## src/rtl/simple_tpu_dot_seq.sv

```systemverilog
// ============================================================================
// simple_tpu_dot_seq
//
// Dot-product sequencer placed directly in front of simple_tpu_mac. It takes
// a stream of (a, b) element pairs, issues them to the MAC one at a time and
// feeds every MAC result back as the next addend. The last MAC result is
// therefore bias + sum(a[i] * b[i]). All arithmetic happens inside the MAC;
// this block only sequences operands and tracks progress.
//
// Parameters:
//   LEN_WIDTH     width of the vector-length field
//   TIMEOUT       cycles the block will wait for a MAC result before aborting
//
// Ports:
//   clk, rst_n              clock (rising edge), asynchronous active-low reset
//   start                   one-cycle request, honoured only when idle
//   length, data_type, bias run parameters, captured on an accepted start
//   elem_valid/elem_ready   element-pair handshake from upstream
//   a_elem, b_elem          element operands
//   mac_enable              MAC enable (high whenever a run is active)
//   mac_data_type           data type of the current run
//   mac_a, mac_b, mac_c     MAC operands, forced to zero when not issuing
//   mac_valid_in            MAC issue strobe
//   mac_ready               MAC can accept an operation
//   mac_result              MAC result, valid with mac_valid_out
//   mac_valid_out           MAC result strobe
//   busy                    high in any state other than idle
//   done                    one-cycle completion pulse
//   error                   one-cycle watchdog timeout pulse
//   dot_result              final result, held until a later run completes
// ============================================================================
module simple_tpu_dot_seq #(
    parameter int LEN_WIDTH = 8,
    parameter int TIMEOUT   = 16
) (
    input  logic                 clk,
    input  logic                 rst_n,
    input  logic                 start,
    input  logic [LEN_WIDTH-1:0] length,
    input  logic [2:0]           data_type,
    input  logic [31:0]          bias,
    input  logic                 elem_valid,
    output logic                 elem_ready,
    input  logic [15:0]          a_elem,
    input  logic [15:0]          b_elem,
    output logic                 mac_enable,
    output logic [2:0]           mac_data_type,
    output logic [15:0]          mac_a,
    output logic [15:0]          mac_b,
    output logic [31:0]          mac_c,
    output logic                 mac_valid_in,
    input  logic                 mac_ready,
    input  logic [31:0]          mac_result,
    input  logic                 mac_valid_out,
    output logic                 busy,
    output logic                 done,
    output logic                 error,
    output logic [31:0]          dot_result
);

    // The watchdog only ever needs to count up to TIMEOUT-1.
    localparam int WD_WIDTH = (TIMEOUT > 1) ? $clog2(TIMEOUT) : 1;
    localparam logic [WD_WIDTH-1:0] WD_LAST = WD_WIDTH'(TIMEOUT - 1);
    localparam logic [LEN_WIDTH-1:0] LEN_ONE = LEN_WIDTH'(1);

    typedef enum logic [1:0] {
        S_IDLE  = 2'd0,
        S_ISSUE = 2'd1,
        S_WAIT  = 2'd2,
        S_DONE  = 2'd3
    } state_t;

    state_t               state;
    logic [31:0]          acc;
    logic [LEN_WIDTH-1:0] remaining;
    logic [2:0]           dt_q;
    logic [WD_WIDTH-1:0]  wd;
    logic                 in_issue;
    logic                 handshake;

    // Issue path is combinational so an element can be handed to the MAC in
    // the same cycle the upstream presents it. Operands are zeroed whenever
    // no issue happens so the MAC never sees stale data.
    assign in_issue      = (state == S_ISSUE);
    assign handshake     = in_issue && elem_valid && mac_ready;
    assign elem_ready    = in_issue && mac_ready;
    assign mac_valid_in  = handshake;
    assign mac_a         = handshake ? a_elem : 16'd0;
    assign mac_b         = handshake ? b_elem : 16'd0;
    assign mac_c         = handshake ? acc : 32'd0;

    assign busy          = (state != S_IDLE);
    assign mac_enable    = busy;
    assign mac_data_type = dt_q;

    always_ff @(posedge clk or negedge rst_n) begin
        if (!rst_n) begin
            state      <= S_IDLE;
            acc        <= '0;
            remaining  <= '0;
            dt_q       <= '0;
            wd         <= '0;
            dot_result <= '0;
            done       <= 1'b0;
            error      <= 1'b0;
        end else begin
            done  <= 1'b0;
            error <= 1'b0;
            case (state)
                S_IDLE: begin
                    if (start) begin
                        remaining <= length;
                        dt_q      <= data_type;
                        acc       <= bias;
                        state     <= (length == '0) ? S_DONE : S_ISSUE;
                    end
                end
                // Upstream stalls are legal here, so the watchdog is idle.
                S_ISSUE: begin
                    if (handshake) begin
                        wd    <= '0;
                        state <= S_WAIT;
                    end
                end
                // A result always wins over a timeout landing in the same cycle.
                S_WAIT: begin
                    if (mac_valid_out) begin
                        acc       <= mac_result;
                        remaining <= remaining - LEN_ONE;
                        state     <= (remaining == LEN_ONE) ? S_DONE : S_ISSUE;
                    end else if (wd == WD_LAST) begin
                        error <= 1'b1;
                        state <= S_IDLE;
                    end else begin
                        wd <= wd + WD_WIDTH'(1);
                    end
                end
                S_DONE: begin
                    dot_result <= acc;
                    done       <= 1'b1;
                    state      <= S_IDLE;
                end
                default: state <= S_IDLE;
            endcase
        end
    end

endmodule

```

## config.mk

```make
export PLATFORM = sky130hd
export DESIGN_NAME = simple_tpu_dot_seq
export DESIGN_NICKNAME = d
export VERILOG_FILES = /design/src/rtl/simple_tpu_dot_seq.sv
export SDC_FILE = /design/constraint.sdc
export NUM_CORES = 1
export LEC_CHECK = 0
export CORE_MARGIN = 1.5
export CORE_UTILIZATION = 40
export CTS_CLUSTER_SIZE = 24
export DETAILED_ROUTE_END_ITERATION = 8
export MAX_ROUTING_LAYER = met4
export PLACE_DENSITY = 0.81
export SYNTH_ARGS = -nofsm -noshare
export SYNTH_HDL_FRONTEND = slang
export SYNTH_SLANG_ARGS = --single-unit
```

## constraint.sdc

```tcl
create_clock -name clk -period 3.2 [get_ports clk]
set_input_delay 0.96 -clock clk [delete_from_list [all_inputs] [get_ports clk]]
set_output_delay 0.96 -clock clk [all_outputs]
set_load 0.05 [all_outputs]
```

# Word-level counts from Yosys, hierarchy flattened

Index checks and enable logic that the tools add are counted.

Add/subtract/negate cells: 2
Multipliers: 0
Divide/modulo/power cells: 0
$lt $le $gt $ge: 0
Equality and inequality tests: 11
Shift operators: 0
Mux-type cells: 24
Bitwise operators: 0
Reduce and logical (&&, ||, !) cells: 12

Operators with widths:

| cell                                                | number |
|---|---|
| 2-to-1 mux 32 bit                                   | 3 |
| one-hot mux 32 bit (2 select lines)                 | 1 |
| 2-to-1 mux 16 bit                                   | 2 |
| 2-to-1 mux 8 bit                                    | 2 |
| one-hot mux 8 bit (2 select lines)                  | 1 |
| 2-to-1 mux 2 bit                                    | 6 |
| 2-to-1 mux 4 bit                                    | 3 |
| equality test 8 x 1 -> 1 bit, second input constant | 1 |
| zero test 8 bit                                     | 1 |
| inequality test 2 bit, second input constant        | 4 |
| one-hot mux 2 bit (4 select lines)                  | 1 |
| one-hot mux 4 bit (2 select lines)                  | 1 |
| subtractor 8 x 1 -> 8 bit, second input constant    | 1 |
| AND reduction 3 bit                                 | 2 |
| nonzero test 2 bit                                  | 3 |
| adder 4 x 1 -> 4 bit, second input constant         | 1 |
| equality test 2 bit, second input constant          | 2 |
| equality test 4 bit, second input constant          | 1 |
| 2-to-1 mux 1 bit                                    | 4 |
| AND reduction 4 bit                                 | 1 |
| logical AND 1 bit                                   | 3 |
| inequality test 3 bit, second input constant        | 1 |
| equality test 2 x 1 -> 1 bit, second input constant | 1 |
| zero test 2 bit                                     | 1 |
| 2 further kinds                                     | 2 |

Flip-flop bits (word level): 83
Latch bits: 0
Bits in writable memories: 0
Bits in read-only memories: 0
Input bits: 113
Output and inout bits: 105
Word-level logic and storage cells: 57
Memories kept: 0

# Logic depth before layout (Yosys ltp)

Gate-level depths: netlist of the first run.

Word-level depth: 5
Gate-level depth with buffers: 7
Mapped depth without buffers: 6

# Worst setup path after synthesis of the first run

OpenSTA, ideal clock, no wires.

Path kind: input -> output
Start: in mac_ready
End: out mac_c[23]
Data arrival time: 2,870 ps
Required time: 2,240 ps
Path slack: -630 ps
Stages: 5
Path through: and3b_1 nand2_1 inv_1 clkbuf_1 and2_1

Cells in the longest elaborated chain, start to end: 2

RTL lines:

| element                | RTL line | RTL |
|---|---|---|
| start, declared        | 52       | `input logic mac_ready,` |
| logical AND 1 bit      | 85       | `assign handshake = in_issue && elem_valid && mac_ready;` |
| named net mac_valid_in | 51       | `output logic mac_valid_in,` |
| 2-to-1 mux 32 bit      | 90       | `assign mac_c = handshake ? acc : 32'd0;` |
| end, declared          | 50       | `output logic [31:0] mac_c,` |

The timed path passes the listed nets, and every way through them passes these cells.

# Worst setup path after layout of the first run

Start: in mac_ready
End: out mac_c[1]

Cells in the longest elaborated chain, start to end: 2

RTL lines:

| element           | RTL line |
|---|---|
| logical AND 1 bit | 85 |
| 2-to-1 mux 32 bit | 90 |

Every way passes these cells.

==> results of run 1 <==
-- per-stage QoR --
step	power [mW]	instance area [um2]	hold slack (ps)
floorplan	3.94	4240	459
global placement	5.17	7220	479
detailed placement	5.31	7220	485
CTS	6.29	7840	512
global route	6.59	7850	524
finish	6.28	7850	504
-- timing repair --
| action | 4_1_cts | 5_1_grt |
|---|---|---|
| setup endpoints to repair | 64 | 56 |
| gates cloned | 6 | 0 |
| resized for setup | 51 | 2 |
| setup buffers | 12 | 1 |
| pin swaps | 15 | 1 |
-- tightest hold or removal path, cell delays in order, from the launching register on --
cell,delay [ps]
dfrtp_1,360
nand2_1,50
o21ai_0,60
-- layer usage --
layer | up-vias | part of all wire | GRT usage
li1 | 1797 | - | -
met2 | 169 | 0.54 | 0.463
met4 | 0 | 0.032 | 0.120
met5 | - | 0 | -
met3 | 27 | 0.057 | 0.0362
met1 | 1884 | 0.37 | 0.290
-- cells in the final DEF (no fill, tap or decap), drive strengths merged, types with 2 or more instances in the layout --
cell           instances
clkdlybuf4s50        148
buf                   95
dfrtp                 83
and2                  64
o21ai                 46
nand2                 37
mux2                  37
mux2i                 34
nor2                  13
a21oi                 12
clkbuf                 9
inv                    7
nor3                   5
and3                   4
nor4                   3
ha                     3
or2                    2
nand3                  2
clkinvlp               2
nor2b                  2
clkinv                 2
-- kinds of logic (layout without fill, tap and decap cells) --
kind of cell | after synthesis | in the layout | synth area share
AOI/OAI and AO/OA | 65 | 65 | 0.0839
adders and majority gates | 3 | 3 | 0.00906
muxes | 71 | 71 | 0.184
and+or+nand+nor | 139 | 139 | 0.182
xor gates and xnor gates | 1 | 1 | 0.00211
DFF | 83 | 83 | 0.501
buffers and inverters | 34 | 266 | 0.0383
-- worst max path at each step --
stage	slack (ps)	end	cells after the start
6_report	50	mac_c[1]	9
2_1_floorplan	10	mac_a[10]	5
3_3_place_gp	-80	mac_b[15]	7
4_1_cts	10	mac_c[1]	8
3_5_place_dp	-130	mac_c[31]	7
5_1_grt	10	mac_c[1]	9
-- layout make-up --
| type | count | share of cell area |
|---|---|---|
| Multi-Input combinational cell | 279 | 0.265 |
| Clock inverter | 7 | 0.00972 |
| Timing Repair Buffer | 245 | 0.421 |
| Tap cell | 133 | 0.0212 |
| Sequential cell | 83 | 0.265 |
| Clock buffer | 9 | 0.0158 |
| Inverter | 5 | 0.00271 |
-- power groups by stage --
stage               sequential [mW]  clock, mW  combinational (mW)
floorplan                      2.51          0                1.43
global placement               1.86          0                3.31
detailed placement             1.90          0                3.41
CTS                            1.88      0.773                3.63
global route                   1.95      0.819                3.82
finish                         1.88      0.764                3.63
-- flip-flops by register name, summed over array words and instances (netlist names) --
signal / cells
remaining: 8
acc: 32
state: 2
dot_result: 32
mac_data_type: 3
error: 1
done: 1
wd: 4
==> metrics.md, run 1 <==
| Metric | Value |
|---|---|
| Die footprint | roughly 0.011 mm2 |
| Synth top cells by count | dfrtp_1, and2_1, o21ai_0, nand2_1, mux2_2 |
| Num rows | 36 |
| HP Start | acc[28] |
| GPL Wtd Cong | 0.766 |
| Worst Setup SP | mac_ready |
| Warnings from Yosys | 0 |
| Initial core utilization | 0.418 |
| Reg clk slew, reported paths | approximately 80 ps |
| Final WS setup | 47.2 ps |
| Hold depth | 2 |
| Worst min-delay path class | reg -> reg |
| Core Region | between 0.009 and 0.01 mm2 |
| N_diodes | 0 |
| Final core utilization | 0.792 |
| Worst-Skew Late Latency | 360 ps |
| Post-route clock period utilization | 0.985 |
| Vias in the first global route | 4006 |
| WHS Endpoint | acc[28] |
| Post-DR wirelength/cell | between 15 and 20 um |
| CP Capture Type | output pin |
| Number of hold violations in the final report | 0 |
| Total nets after synthesis | 512 |
| Reg power frac | 0.300 |
| Clk network pwr share | 0.122 |
| Final Max Slew Viols | 0 |
| DRT Pass-1 Iters | 4 |
| Net Sw Frac | 0.446 |
| CP bufs+invs | 6 |
| Root buf cell | clkbuf_8 |
| Largest stage delay on the critical path | 220 ps |
| Arrival time at the worst endpoint | 2190 ps |
| Synthesized area | slightly above 0.004 mm2 |
| Place WS | -128 ps |
| Peak supply drop | 0.412 mV |
| Pwr dens | roughly 800 mW/mm2 |
| Final std cells w/o fill | about 760 |
| GRT Util Overall | 0.261 |
| Die Y | 105 um |
| Synth unique cells | 40 |
| Share of cells above drive strength 1 | 0.350 |
| FF-to-FF Start | state[0] |
| I/O Buffers | 217 |
| Drt initial violations | between 150 and 200 |
| Largest net degree at the start of global routing | 53 |
| Htree depth | 3 |
| Max-slew headroom | 0.381 |
| R2R cell count | 10 |
| Least-Margin Pin Slew | 919 ps |
| Yosys top cell area share | 0.501 |
| # fillers | 589 |
| Count leader, synth | dfrtp_1 |
| Gate power share | 0.578 |
| DRC violations left | 0 |
| Die Wd | 105 um |
| Synth Instances | about 400 |
| Unrepaired setup endpoints after global routing | false |
| CTS Buf Count | 9 |
| Async SR Flop Fraction | 1.00 |
| Max_cap viols | 0 |
| Status | complete, no violations |
| Startpoint types | input port |
| Remaining antenna violation count | 0 |
| NumNets Final | 739 |
| Synthesized flop and latch total | 83 |
| Post-Route WL | between 10000 and 15000 um |
| Sequential fraction of the synthesis area | 0.501 |
| Setup violations, final | 0 |
| TNS Setup | 0 ps |
| Ports | 218 |
| Post-synth EDFFs | 0 |
| Multi-input logic area | 0.00208 mm2 |
| Clock Tree Buf Depth | 2 |
| Area leader, netlist | dfrtp_1 |
| Post-synth top flop | dfrtp_1 |
| CTS tree | done |
| Clock skew | 11.0 ps |
| Via count | approximately 3.9k |
| P_int | 3.48 mW |
| Final global-route overflow total | 0 |
| Register-to-register setup slack | 1020 ps |
| Post-route minimum period | 3150 ps |
| Max Clk Rate | 317 MHz |
| Worst reg2reg path endpoint | wd[1] |
| Global-route wire length before repair | 21700 um |
| Switching power total | 2.80 mW |
| Crit-path cells | clkdlybuf4s15_1 -> and3b_2 -> nand2_2 -> inv_4 -> buf_8 -> buf_16 -> buf_8 -> and2_4 -> buf_12 |
| CP top delay family | buffers and inverters |
| Dominant cells by area after synthesis | dfrtp_1, and2_1, mux2_2, mux2i_1, o21ai_0 |
| CP max FO | 6 |
| Initial antenna violation count | 0 |
| Clock net sink count | 83 |
| CTS Hold Bufs | 0 |
| Worst Path Class, Setup | in -> out |
| Inst Count DP | 727 |
| Layout Area Growth over Synthesis | 89.4% |
| Syn Area/Cell | 10.5 um2 |
| Cell mode on critical path | buf_8 |
| Lkg Pwr | about 3.4 nW |
| DP HPWL | 9780 um |
| WP data required | 2240 ps |
| Crit-path slowest cell | and3b_2 |
| Vias per inst | 5.09 |
| FF/Latch Area | 0.00208 mm2 |
Power figures use the tool's default switching activity.
==> run 2: changes to the inputs <==
Settings changed: SKIP_CTS_REPAIR_TIMING from default to 1, SLEW_MARGIN from default to 20.
==> run 2 against run 1 <==
- first-iteration DRC count is 9.8% lower
- sequential share of layout area is 0.57 points higher
- combinational power is 3% lower
- register-to-register slack better by 140 ps
- critical path depth is 3 lower
==> metrics.md, run 2 (synthesized netlist as in run 1, its figures left out) <==
| Metric | Value |
|---|---|
| N_diodes | 0 (unchanged) |
| Root buf cell | clkbuf_8 (unchanged) |
| Num rows | 36 (unchanged) |
| Number of hold violations in the final report | 0 (unchanged) |
| Reg clk slew, reported paths | 80 ps (about the same) |
| Layout Area Growth over Synthesis | 85.4% (was 89.4%) |
| Largest stage delay on the critical path | 440 ps (was 220 ps) |
| Max_cap viols | 0 (unchanged) |
| Gr busiest metal | met2 (unchanged) |
| Clock Tree Buf Depth | 2 (unchanged) |
| Crit-path cells | clkdlybuf4s50_1 -> nand2_4 -> clkinv_8 -> clkbuf_16 -> and2_4 -> buf_12 (was clkdlybuf4s15_1 -> and3b_2 -> nand2_2 -> inv_4 -> buf_8 -> buf_16 -> buf_8 -> and2_4 -> buf_12) |
| Least-Margin Pin Slew | 876 ps (was 919 ps) |
| Placed Area | 0.00722 mm2 (unchanged) |
| Worst Setup SP | elem_valid (was mac_ready) |
| Met2 Use GR | 0.431 (was 0.463) |
| Post-DR wirelength/cell | 18.1 um (about the same) |
| Place WS | -128 ps (unchanged) |
| DRC violations left | 0 (unchanged) |
| Post-Route WL | 13600 um (was 13800 um) |
| Worst Path Class, Setup | in -> out (unchanged) |
| Die footprint | 0.0110 mm2 (unchanged) |
| Commonest non-fill, non-tap cell in the layout | clkdlybuf4s50_1 (unchanged) |
| CP Capture Type | output pin (unchanged) |
| GPL Wtd Cong | 0.766 (unchanged) |
| Drt initial violations | 166 (was 184) |
| Met1 usage | 0.262 (was 0.290) |
| R2R cell count | 4 (was 10) |
| I/O Buffers | 217 (unchanged) |
| Register-to-register setup slack | 1160 ps (was 1020 ps) |
| Unrepaired setup endpoints after global routing | false (unchanged) |
| DP HPWL | 9780 um (unchanged) |
| NumNets Final | 730 (was 739) |
| Arrival time at the worst endpoint | 2160 ps (was 2190 ps) |
| CP top delay family | buffers and inverters (unchanged) |
| Die Y | 105 um (unchanged) |
| Max Clk Rate | 320 MHz (was 317 MHz) |
| Vias per inst | 5.02 (was 5.09) |
| Fin area | 0.00768 mm2 (was 0.00785 mm2) |
| Largest regs | acc (32), dot_result (32), remaining (8) (unchanged) |
| Status | complete, no violations (unchanged) |
| CP max FO | 7 (was 6) |
| Pwr dens | 804 mW/mm2 (was 800 mW/mm2) |
| Post-route minimum period | 3120 ps (was 3150 ps) |
| Met3 Usage GRT | 0.0374 (was 0.0362) |
| Setup violations, final | 0 (unchanged) |
| Largest net degree at the start of global routing | 53 (unchanged) |
| Global-route wire length before repair | 20000 um (was 21700 um) |
| Max-slew headroom | 0.411 (was 0.381) |
| Crit path to | mac_c[20] (was mac_c[1]) |
| Via count | 3773 (was 3877) |
| CP bufs+invs | 4 (was 6) |
| Final Max Slew Viols | 0 (unchanged) |
| TNS Setup | 0 ps (unchanged) |
| Clock skew | 10.1 ps (was 11.0 ps) |
| Worst reg2reg path endpoint | acc[15] (was wd[1]) |
| Htree depth | 3 (unchanged) |
| GRT Util Overall | 0.239 (was 0.261) |
| FF-to-FF Start | state[1] (was state[0]) |
| Worst path depth | 6 (was 9) |
| CTS tree | done (unchanged) |
| Ports | 218 (unchanged) |
| Core Region | 0.00991 mm2 (unchanged) |
| Share of cells above drive strength 1 | 0.341 (was 0.350) |
| Peak supply drop | 0.411 mV (was 0.412 mV) |
| Worst min-delay path class | reg -> reg (unchanged) |
| CTS Buf Count | 9 (unchanged) |
| Lkg Pwr | 3.30 nW (was 3.37 nW) |
| Clock net sink count | 83 (unchanged) |
| Initial antenna violation count | 0 (unchanged) |
| Final WS setup | 76.9 ps (was 47.2 ps) |
| Die Wd | 105 um (unchanged) |
| Startpoint types | input port (unchanged) |
| Initial core utilization | 0.418 (unchanged) |
| Most frequent cells in the layout | clkdlybuf4s50_1, dfrtp_1, buf_12 (unchanged) |
| DRT Pass-1 Iters | 4 (unchanged) |
| Crit-path slowest cell | clkdlybuf4s50_1 (was and3b_2) |
| WP data required | 2240 ps (about the same) |
| Final global-route overflow total | 0 (unchanged) |
| Remaining antenna violation count | 0 (unchanged) |
| Vias in the first global route | 3876 (was 4006) |
| Worst-Skew Late Latency | 350 ps (was 360 ps) |
| Post-route clock period utilization | 0.976 (was 0.985) |
## run 2: cell count changes in the layout (fill, tap and decap cells not counted), sizes merged
cell and change:
clkdlybuf4s50 +1, clkdlybuf4s15 -1, buf -15, clkbuf +5
clkinv +1
## run 2: routing by layer
layer	vias up	wire length (um)
met5	-	0
met4	0	293
met3	24	669
met2	131	7490
met1	1845	5130
li1	1773	-
## run 2: per-stage QoR
step	instances	utilization	hold WS [ps]	power, mW
floorplan	396	-	459	3.94
global placement	727	0.729	479	5.17
detailed placement	727	0.729	485	5.31
CTS	743	0.749	503	6.07
global route	752	0.776	524	6.48
finish	752	0.776	504	6.18
## run 2: worst min-delay path: cells and delay by family, from the launching register on
kind               cells  cell delay [ps]
and+or+nand+nor        1               50
DFF                    1              360
AOI/OAI and AO/OA      1               60
## run 2: cell type report
type / instances / area [um2]
Clock inverter: 7 / 76.3
Timing Repair inverter: 1 / 8.76
Sequential cell: 83 / 2080
Multi-Input combinational cell: 279 / 2090
Timing Repair Buffer: 235 / 3110
Inverter: 5 / 31.3
Clock buffer: 9 / 124
Tap cell: 133 / 166
Fill cell: 631 / 2220
## run 2: worst min path at each step
stage	start	end	slack, ps	depth (start not counted)
floorplan	acc[23]	acc[23]	460	2
global placement	acc[28]	acc[28]	480	2
detailed placement	acc[28]	acc[28]	480	2
CTS	acc[28]	acc[28]	500	2
global route	dot_result[13]	dot_result[13]	520	1
finish	acc[28]	acc[28]	500	2
## run 2: report_power, final
part,switching (mW),internal (mW)
clock network,0.395,0.366
registers,0.359,1.52
logic,2.02,1.52
==> run 3: changes to the inputs <==
Settings changed: GPL_ROUTABILITY_DRIVEN from default to 0.
==> results of run 3 <==
The final DEF is identical to that of run 2; final timing and power are the same.
